### src/rtl/bramac_pkg.sv
// Shared definitions for the BrAMAC instruction sequencer: instruction field
// layout, FSM state type and the instruction packing helper.
package bramac_pkg;

  localparam int unsigned DWIDTH   = 40;
  localparam int unsigned CORE_W   = 25;

  localparam int unsigned START_BIT = 23;
  localparam int unsigned DONE_BIT  = 22;
  localparam int unsigned COPY_BIT  = 21;
  localparam int unsigned MODE_LSB  = 19;
  localparam int unsigned ROW_LSB   = 12;
  localparam int unsigned COL1_LSB  = 10;
  localparam int unsigned COL2_LSB  = 8;

  typedef enum logic [2:0] {
    ST_IDLE,
    ST_START,
    ST_LOAD_A,
    ST_LOAD_B,
    ST_WAIT,
    ST_DONE
  } state_e;

  // Bit 24 (fsm_2sa reset) is never driven by this sequencer.
  function automatic logic [CORE_W-1:0] pack_inst(
    input logic       start,
    input logic       done,
    input logic       copy_en,
    input logic [1:0] mode,
    input logic [6:0] row,
    input logic [1:0] col_1,
    input logic [1:0] col_2,
    input logic [7:0] in_byte
  );
    logic [CORE_W-1:0] w;
    w                 = '0;
    w[START_BIT]      = start;
    w[DONE_BIT]       = done;
    w[COPY_BIT]       = copy_en;
    w[MODE_LSB +: 2]  = mode;
    w[ROW_LSB +: 7]   = row;
    w[COL1_LSB +: 2]  = col_1;
    w[COL2_LSB +: 2]  = col_2;
    w[7:0]            = in_byte;
    return w;
  endfunction

endpackage

### src/rtl/bramac_inst_sequencer.sv
// Job-level instruction generator for fsm_2sa: turns one MAC command plus an
// operand stream into start / paired copy / done instruction words.
module bramac_inst_sequencer #(
  parameter int unsigned DWIDTH       = bramac_pkg::DWIDTH,
  parameter int unsigned WAIT_CYCLES  = 5,
  parameter int unsigned START_CYCLES = 2,
  parameter int unsigned DONE_CYCLES  = 2
) (
  input  logic              clk,
  input  logic              reset_bram_n,
  input  logic              cmd_valid,
  output logic              cmd_ready,
  input  logic [1:0]        cmd_mode,
  input  logic [6:0]        cmd_row_base,
  input  logic [5:0]        cmd_num_pairs,
  input  logic [1:0]        cmd_col_1,
  input  logic [1:0]        cmd_col_2,
  input  logic              in_valid,
  output logic              in_ready,
  input  logic [7:0]        in_data,
  output logic [DWIDTH-1:0] inst,
  output logic              busy,
  output logic              job_done
);
  import bramac_pkg::*;

  localparam int unsigned CNT_W = 16;

  state_e            state_q, state_d;
  logic [CNT_W-1:0]  cnt_q, cnt_d;
  logic [5:0]        k_q, k_d;
  logic [5:0]        num_pairs_q, num_pairs_d;
  logic [6:0]        row_base_q, row_base_d;
  logic [1:0]        mode_q, mode_d;
  logic [1:0]        col_1_q, col_1_d;
  logic [1:0]        col_2_q, col_2_d;
  logic [DWIDTH-1:0] inst_q, inst_d;
  logic              job_done_q, job_done_d;
  logic [DWIDTH-1:0] nop_word;
  logic [6:0]        row_a, row_b;

  // Every output word is decided one cycle ahead of the cycle it is visible in.
  always_comb begin
    state_d     = state_q;
    cnt_d       = cnt_q;
    k_d         = k_q;
    num_pairs_d = num_pairs_q;
    row_base_d  = row_base_q;
    mode_d      = mode_q;
    col_1_d     = col_1_q;
    col_2_d     = col_2_q;
    inst_d      = inst_q;
    job_done_d  = 1'b0;

    nop_word            = inst_q;
    nop_word[START_BIT] = 1'b0;
    nop_word[DONE_BIT]  = 1'b0;
    nop_word[COPY_BIT]  = 1'b0;

    row_a = row_base_q + {k_q, 1'b0};
    row_b = row_a + 7'd1;

    unique case (state_q)
      ST_IDLE: begin
        if (cmd_valid) begin
          mode_d      = cmd_mode;
          row_base_d  = cmd_row_base;
          num_pairs_d = cmd_num_pairs;
          col_1_d     = cmd_col_1;
          col_2_d     = cmd_col_2;
          k_d         = '0;
          cnt_d       = '0;
          state_d     = ST_START;
        end
      end
      ST_START: begin
        inst_d = DWIDTH'(pack_inst(1'b1, 1'b0, 1'b0, mode_q, 7'd0,
                                   col_1_q, col_2_q, 8'd0));
        if (cnt_q == CNT_W'(START_CYCLES - 1)) begin
          cnt_d   = '0;
          state_d = (num_pairs_q != '0) ? ST_LOAD_A : ST_DONE;
        end else begin
          cnt_d = cnt_q + CNT_W'(1);
        end
      end
      ST_LOAD_A: begin
        if (in_valid) begin
          inst_d  = DWIDTH'(pack_inst(1'b0, 1'b0, 1'b1, mode_q, row_a,
                                      col_1_q, col_2_q, in_data));
          state_d = ST_LOAD_B;
        end else begin
          inst_d = nop_word;
        end
      end
      ST_LOAD_B: begin
        if (in_valid) begin
          inst_d = DWIDTH'(pack_inst(1'b0, 1'b0, 1'b1, mode_q, row_b,
                                     col_1_q, col_2_q, in_data));
          k_d    = k_q + 6'd1;
          cnt_d  = '0;
          if (WAIT_CYCLES != 0) begin
            state_d = ST_WAIT;
          end else begin
            state_d = ((k_q + 6'd1) < num_pairs_q) ? ST_LOAD_A : ST_DONE;
          end
        end else begin
          inst_d = nop_word;
        end
      end
      ST_WAIT: begin
        if (cnt_q == CNT_W'(WAIT_CYCLES - 1)) begin
          cnt_d   = '0;
          state_d = (k_q < num_pairs_q) ? ST_LOAD_A : ST_DONE;
        end else begin
          cnt_d = cnt_q + CNT_W'(1);
        end
      end
      ST_DONE: begin
        inst_d = DWIDTH'(pack_inst(1'b0, 1'b1, 1'b0, mode_q, 7'd0,
                                   col_1_q, 2'b00, 8'd0));
        if (cnt_q == CNT_W'(DONE_CYCLES - 1)) begin
          cnt_d      = '0;
          job_done_d = 1'b1;
          state_d    = ST_IDLE;
        end else begin
          cnt_d = cnt_q + CNT_W'(1);
        end
      end
      default: state_d = ST_IDLE;
    endcase
  end

  always_ff @(posedge clk) begin
    if (!reset_bram_n) begin
      state_q     <= ST_IDLE;
      cnt_q       <= '0;
      k_q         <= '0;
      num_pairs_q <= '0;
      row_base_q  <= '0;
      mode_q      <= '0;
      col_1_q     <= '0;
      col_2_q     <= '0;
      inst_q      <= '0;
      job_done_q  <= 1'b0;
    end else begin
      state_q     <= state_d;
      cnt_q       <= cnt_d;
      k_q         <= k_d;
      num_pairs_q <= num_pairs_d;
      row_base_q  <= row_base_d;
      mode_q      <= mode_d;
      col_1_q     <= col_1_d;
      col_2_q     <= col_2_d;
      inst_q      <= inst_d;
      job_done_q  <= job_done_d;
    end
  end

  assign inst      = inst_q;
  assign job_done  = job_done_q;
  assign busy      = (state_q != ST_IDLE);
  assign cmd_ready = (state_q == ST_IDLE);
  assign in_ready  = (state_q == ST_LOAD_A) || (state_q == ST_LOAD_B);

endmodule

### config.mk
export PLATFORM = sky130hd
export DESIGN_NAME = bramac_inst_sequencer
export DESIGN_NICKNAME = d
export VERILOG_FILES = /design/src/rtl/bramac_pkg.sv /design/src/rtl/bramac_inst_sequencer.sv
export SDC_FILE = /design/constraint.sdc
export NUM_CORES = 1
export LEC_CHECK = 0
export BUFFER_PORTS_ARGS = -buffer_cell sky130_fd_sc_hd__buf_2
export CORE_ASPECT_RATIO = 0.7
export CORE_UTILIZATION = 40
export DETAILED_ROUTE_END_ITERATION = 10
export SKIP_CTS_REPAIR_TIMING = 1
export SYNTH_ARGS = -nofsm -noshare
export SYNTH_HDL_FRONTEND = slang
export SYNTH_SLANG_ARGS = --single-unit
### constraint.sdc
create_clock -name clk -period 6.45 [get_ports clk]
set_input_delay 1.935 -clock clk [delete_from_list [all_inputs] [get_ports clk]]
set_output_delay 1.935 -clock clk [all_outputs]
set_load 0.05 [all_outputs]
Word-level counts from Yosys, hierarchy flattened
Cells that the tools add are included.
{ "totals": {"regBits": 85, "inputBits": 31, "out_inout_bits": 44, "wordCells": 64} }
{ "classes": {"add_sub_neg": 4, "order_cmp": 1, "eq_ne": 13, "muxes": 21, "reduce_logical": 14} }
{ "op_table": {"columns": ["cell", "count"], "rows": [
  ["$pmux 40 s4", 1],
  ["$mux 40", 2],
  ["$mux 16", 4],
  ["$pmux 16 s4", 1],
  ["$mux 3", 8],
  ["$pmux 3 s6", 1],
  ["$add 16x1->16 const B", 1],
  ["$eq 16x1->1 const B", 1],
  ["$eq 16x3->1 const B", 1],
  ["$mux 6", 2],
  ["$ne 2x2->1 const B", 6],
  ["$pmux 6 s2", 1],
  ["$reduce_and 3->1", 3],
  ["$reduce_bool 4->1", 2],
  ["$add 7x1->7 const B", 1],
  ["$add 7x7->7", 1],
  ["$add 6x1->6 const B", 1],
  ["$eq 3x2->1 const B", 2],
  ["$eq 3x3->1 const B", 2],
  ["$lt 6x6->1", 1],
  ["$reduce_and 6->1", 1],
  ["$reduce_bool 6->1", 1],
  ["$reduce_and 2->1", 2],
  ["$eq 3x1->1 const B", 1],
  ["other kinds (6)", 6]
]} }

Longest topological paths before layout
Gate-level depths: netlist of run 1.
{ "depth": {"depth_word": 4, "mapped_depth": 8, "mapped_depth_nobuf": 8} }

Worst setup path before layout of run 1
No wires, ideal clock.
{ "synth_path": {"path_type": "register to output", "start": "reg state_q[1]", "end": "out cmd_ready", "t_arrival_ps": 1417, "t_required_ps": 4515, "path_slack_ps": 3098, "stages_incl_launch_ff": 4, "n_path_buf": 1, "cell_sequence": "dfxtp_1 -> buf_6 -> or3_1 -> inv_1"} }
{ "synth_via": {"elab_chain_cells": 1} }
{ "synth_lines": {"columns": ["element", "line", "source"], "rows": [
  ["start, declared", "bramac_inst_sequencer.sv:29", "state_e state_q, state_d;"],
  ["start signal, assigned", "bramac_inst_sequencer.sv:146", "state_q <= state_d;"],
  ["$logic_not 3->1", "bramac_inst_sequencer.sv:162", "assign cmd_ready = (state_q == ST_IDLE);"],
  ["end, declared", "bramac_inst_sequencer.sv:12", "output logic cmd_ready,"]
]} }
Every way passes these cells.

==> impl_metrics.json, run 1 <==
{
  "status": "finished, final reports clean",
  "reg2reg_setup_slack_ns": 3.86,
  "drc": 0,
  "use_met1_pct": 27.8,
  "ys.flop_type": "dfxtp_1",
  "finalMaxSlewViolations": 0,
  "final_cell_mix": "78 x nand2_1, 69 x dfxtp_1, 58 x buf_2",
  "worstHoldPathType": "register to register",
  "cts_tree": "built",
  "grt_use_met2_pct": 27.3,
  "grt_pass1_wl_mm": 13.6,
  "start_kind": "input pin",
  "rsz0062_at_grt": "no",
  "ir_worst_vdd_mv": 0.157,
  "vias": 3121,
  "layout_worst_path_cycle_share_pct": 58.0,
  "period_needed_ns": 3.74,
  "via_per_inst": 5.07,
  "yosys_warnings": 0,
  "synthToLayoutAreaGrowth_pct": 16.3,
  "rows": 28,
  "routed_wl_mm": 8.67,
  "layout-drive-gt1-share_pct": 18.0,
  "finalSetupViolations": 0,
  "cts_sinks": 69,
  "coreArea_mm2": 0.00862,
  "clkTransAtPathRegs_ns": 0.06,
  "ys_types": 60,
  "max_cap_violations": 0,
  "synth_area_mm2": 0.00363,
  "nets": 536,
  "grt_remaining_overflow": 0,
  "nFillCells": 869,
  "worst_hold_slack_ns": 0.455,
  "syn_inst": 441,
  "endpoint_kind": "register",
  "final_common_cell": "nand2_1",
  "place.gp.congestion": 0.799,
  "die_h_um": 81.7,
  "grt_max_degree": 44,
  "clock_tree.buffer_depth": 2,
  "cp.arrival_ns": 4.01,
  "total_power_uw": 1530,
  "synthTopCellsByArea": "dfxtp_1 38%, nand2_1 8.1%, ha_1 5.2%, a21boi_0 4.8%, nand3_1 3.7%",
  "max_slew_margin_pct": 36.4,
  "cts_buffers": 9,
  "final_hold_viol_count": 0,
  "critPathMaxFanout": 43,
  "die_x_um": 116,
  "use_met3_pct": 4.87,
  "synth-async-reset-ratio_pct": 0,
  "path_class": "input pin to register",
  "ant_nets": 0,
  "grt_pass1_vias": 2698,
  "grt.busiest_layer": "met1",
  "synth_edf_count": 0,
  "tightest_slew_ns": 0.951,
  "htree_levels": 3,
  "ctsRootBufferMaster": "clkbuf_16",
  "fin_worst_skew_ns": 0.00747,
  "fmax_ghz": 0.267,
  "required_ns": 6.72,
  "ios": 75,
  "grt_usage_pct": 19.0,
  "drt_iter0_drc": 144,
  "fin_util_pct": 49.0,
  "p_per_area_mw_per_mm2": 363,
  "antenna_found_initial": 1,
  "power.leakage_uw": 0.00174,
  "initial_core_util_pct": 42.1,
  "portBuffers": 58,
  "avgSynthCellArea_um2": 8.23,
  "fin_tns_setup_ns": 0,
  "first_pass_iters": 4,
  "routedWlPerCell_um": 14.1,
  "yosysSeqAreaShare_pct": 38.1,
  "synth_seq_cells": 69,
  "die_area_mm2": 0.00946,
  "dp_hpwl_mm": 6.16,
  "clock_latency_ns": 0.33,
  "yosys.area.top_type": "dfxtp_1",
  "synth_top_area_share_pct": 38.1
}
cell usage after synthesis (6+ instances only):
master / number
ha_1: 15
buf_2: 7
xnor2_1: 11
buf_4: 16
xor2_1: 14
nand4_1: 8
nor3_1: 6
nand2_1: 78
clkbuf_1: 12
a21boi_0: 23
a21oi_1: 19
and4_1: 6
and2_1: 8
dfxtp_1: 69
nand3_1: 27
nor2_1: 32
o21ai_0: 11
inv_1: 14
layout make-up:
class,instances,area [um^2],area share [%]
Clock buffer,10,239,5.66
Timing Repair Buffer,59,298,7.06
Tap cell,120,150,3.56
Clock inverter,6,68.8,1.63
Inverter,15,56.3,1.33
Sequential cell,69,1380,32.7
Multi-Input combinational cell,335,2020,48.0
Antenna cell,1,2.50,0.0593
path summary, 6_finish.rpt:
| kind | startpoint | to | cells after the start |
|---|---|---|---|
| max | reset_bram_n | inst[18] | 6 |
| min | inst[20] | inst[20] | 2 |
| max reg2reg | state_q[1] | cnt_q[2] | 5 |
| min reg2reg | inst[20] | inst[20] | 2 |
state kept, by name, summed over array words and instances, names as in the netlist, 3 cells and up:
signal and cells:
cnt_q 16, inst 24, k_q 6, num_pairs_q 6, row_base_q 7, state_q 3
worst max-delay path, cell delays in order:
cell and delay [ns]:
buf_2 0.53, clkinv_1 0.62, nor4_1 0.50, nand4b_1 0.17, o2111a_1 0.19, nand2_1 0.05
metal layers:
metal	vias to the layer above	wire [um]
met1	1447	4570
met5	-	0
met2	83	3460
met4	0	82
met3	8	559
li1	1583	-
stage by stage:
stage                     std cells  setup WS, ns  cell area, um^2
final                           615          2.71             4220
after global routing            614          2.55             4220
after CTS                       614          2.72             4220
after detailed placement        598          2.40             3910
after global placement          598          2.48             3910
after floorplan                 456          3.10             3680
cells by family after synthesis:
family / synth area share [%]
AND/OR/NAND/NOR: 27.1
AO/OA/AOI/OAI: 14.9
flip-flops: 38.1
buffers and inverters: 7.69
XOR/XNOR: 6.04
adder cells (fa/ha/maj): 5.73
other: 0.103
multiplexers: 0.276
power by group:
group	leakage, uW	switching (uW)	internal (uW)	total (uW)
Sequential	0.000560	41.3	470	511
Clock	0.000149	192	312	504
Combinational	0.00103	372	144	516
Note: power is estimated with default switching activity, not from simulation.
==> inputs of run 2 (changes only) <==
- ABC_AREA: not set -> 1
- clock period: 6.45 -> 3.3 ns (I/O delays scaled with it)
==> run 2 against run 1 <==
  * Final area up 2.5%
  * Via count up 8.1%
  * Non-clock buffer count up 1
  * Largest cell class unchanged
  * Critical path type is now register to output pin
  * Power up 100%
  * Setup slack worse by 2.0 ns
  * Critical path depth down 2
  * Hold slack better by 0.0036 ns
  * Register-to-register slack worse by 2.6 ns
  * Clock skew about the same
  * Sequential power up 98%
  * Synthesized cell count up 20%
  * Combinational power up 120%
  * Highest routed layer unchanged
==> impl_metrics.json, run 2 <==
{
  "synth-async-reset-ratio_pct": 0,
  "crit_path_max_incr_delay_ns": 0.41,
  "rsz0062_at_grt": "no",
  "power.leakage_uw": 0.00196,
  "cp.arrival_ns": 1.64,
  "routed_wl_mm": 8.54,
  "synthSimpleGateAreaFrac_pct": 33.3,
  "max_slew_margin_pct": 59.1,
  "cts_buffers": 9,
  "grt_pass1_vias": 3047,
  "avgSynthCellArea_um2": 7.01,
  "worstHoldPathType": "register to register",
  "syn_inst": 530,
  "grt_max_degree": 29,
  "ys.flop_type": "dfxtp_1",
  "tightest_slew_ns": 0.613,
  "synth_compound_area_share_pct": 11.3,
  "fmax_ghz": 0.380,
  "status": "finished, final reports clean",
  "die_h_um": 82.7,
  "fin_worst_skew_ns": 0.00739,
  "synth_fa_ha_area_share_pct": 5.59,
  "synth_top_area_share_pct": 37.2,
  "antenna_cells": 0,
  "final_hold_viol_count": 0,
  "clock_latency_ns": 0.33,
  "fin_tns_setup_ns": 0,
  "fin_util_pct": 47.9,
  "drc": 0,
  "r2r_cells": 9,
  "antenna_found_initial": 0,
  "path_class": "register to output pin",
  "ys_types": 37,
  "final_cells": 713,
  "dpl_cell_area_mm2": 0.00403,
  "reg2reg_to": "inst[18]",
  "grt_usage_pct": 18.8,
  "min_to": "inst[3]",
  "portBuffers": 58,
  "critPathMaxFanout": 16,
  "grt_pass1_wl_mm": 14.0,
  "yosys_warnings": 0,
  "r2r-start": "k_q[0]",
  "dp_slack_ns": 0.975,
  "finalMaxSlewViolations": 0,
  "p_per_area_mw_per_mm2": 716,
  "final_common_cell": "nand2_1",
  "fin_area_mm2": 0.00433,
  "cts_tree": "built",
  "ios": 75,
  "yosysMostFrequentCell": "nand2_1",
  "die_x_um": 117,
  "die_area_mm2": 0.00969,
  "grt_remaining_overflow": 0,
  "synthToLayoutAreaGrowth_pct": 16.4,
  "clkTransAtPathRegs_ns": 0.06,
  "path_cells": "clkinv_4 -> nand2_4 -> nor2_4 -> buf_2",
  "synth_seq_cells": 69,
  "ant_nets": 0,
  "ctsRootBufferMaster": "clkbuf_16",
  "reg2reg_setup_slack_ns": 1.28,
  "final_cell_mix": "134 x nand2_1, 69 x dfxtp_1, 60 x a21oi_1",
  "period_needed_ns": 2.63,
  "max_cap_violations": 0,
  "vias": 3373,
  "yosys.area.top_type": "dfxtp_1",
  "via_per_inst": 4.73,
  "required_ns": 2.31,
  "coreArea_mm2": 0.00903,
  "fin_ws_ns": 0.667,
  "synthTopCellsByArea": "dfxtp_1 37%, nand2_1 14%, a21oi_1 8.1%, nand3_1 7.7%, inv_1 5.4%",
  "synth_xor_xnor_area_share_pct": 0.942,
  "layout-drive-gt1-share_pct": 17.0,
  "htree_levels": 3,
  "yosysSeqAreaShare_pct": 37.2,
  "synthMuxAreaShare_pct": 0,
  "routedWlPerCell_um": 12.0,
  "finalSetupViolations": 0,
  "ir_worst_vdd_mv": 0.479,
  "dp_hpwl_mm": 6.35,
  "initial_core_util_pct": 41.1,
  "start_kind": "register",
  "min_path_cells": 2,
  "synth_edf_count": 0,
  "min_from": "inst[3]",
  "clock_tree.buffer_depth": 2,
  "synth_top_family_by_area": "simple AND/OR/NAND/NOR gates",
  "place.gp.congestion": 0.871,
  "drt_iter0_drc": 221,
  "layout_worst_path_cycle_share_pct": 79.8,
  "netlist_top_cells_count": "134 x nand2_1, 69 x dfxtp_1, 60 x a21oi_1",
  "placed_cells_incl_taps": 697,
  "synth_area_mm2": 0.00372,
  "cts_sinks": 69,
  "cp_slowest_cell": "dfxtp_1",
  "largest_reg_flops": 24,
  "nets": 631,
  "first_pass_iters": 4,
  "rows": 29,
  "endpoint_kind": "output pin"
}
[run 2: worst max path at each step]
stage                     cells past startpoint        end  slack, ns        from
after CTS                                     4  cmd_ready       0.66  state_q[0]
after floorplan                               6       busy       0.96  state_q[0]
after global routing                          4  cmd_ready       0.58  state_q[0]
final                                         4  cmd_ready       0.67  state_q[0]
after global placement                        8   inst[12]       1.05    in_valid
after detailed placement                      8   inst[12]       0.97    in_valid
[run 2: logic make-up (layout without fill, tap and decap cells)]
group	after synthesis	after routing
other	1	16
buffers and inverters	90	134
DFF	69	69
xor gates and xnor gates	4	4
AOI/OAI and AO/OA	81	81
adders and majority gates	16	16
and+or+nand+nor	269	269
[run 2: layout make-up]
| type | count | area [um^2] |
|---|---|---|
| Fill cell | 942 | 4710 |
| Multi-Input combinational cell | 386 | 1960 |
| Sequential cell | 69 | 1380 |
| Timing Repair Buffer | 60 | 305 |
| Clock buffer | 9 | 225 |
| Inverter | 58 | 225 |
| Tap cell | 124 | 155 |
| Clock inverter | 7 | 73.8 |
[run 2: routing by layer]
| layer | GRT usage, % | part of all wire (%) | up-vias |
|---|---|---|---|
| li1 | - | - | 1804 |
| met1 | 25.8 | 53 | 1486 |
| met2 | 28.4 | 42 | 79 |
| met3 | 4.89 | 5.1 | 4 |
| met4 | 6.46 | 0.40 | 0 |
| met5 | 0 | 0 | - |
[run 2: report_power, final]
group / internal (uW) / switching [uW]
Combinational: 285 / 840
Clock: 587 / 374
Sequential: 939 / 73.2
Total: 1810 / 1290
[run 2: critical path: cells and delay by family (launching register included)]
kind | cells | cell delay (ns)
buf+inv | 2 | 0.45
simple gates | 2 | 0.44
flops | 1 | 0.41
[run 2: stage by stage]
step / power [uW] / hold WS, ns
floorplan: 1960 / 0.440
global placement: 2130 / 0.446
detailed placement: 2150 / 0.454
CTS: 3120 / 0.463
global route: 3310 / 0.484
finish: 3100 / 0.459
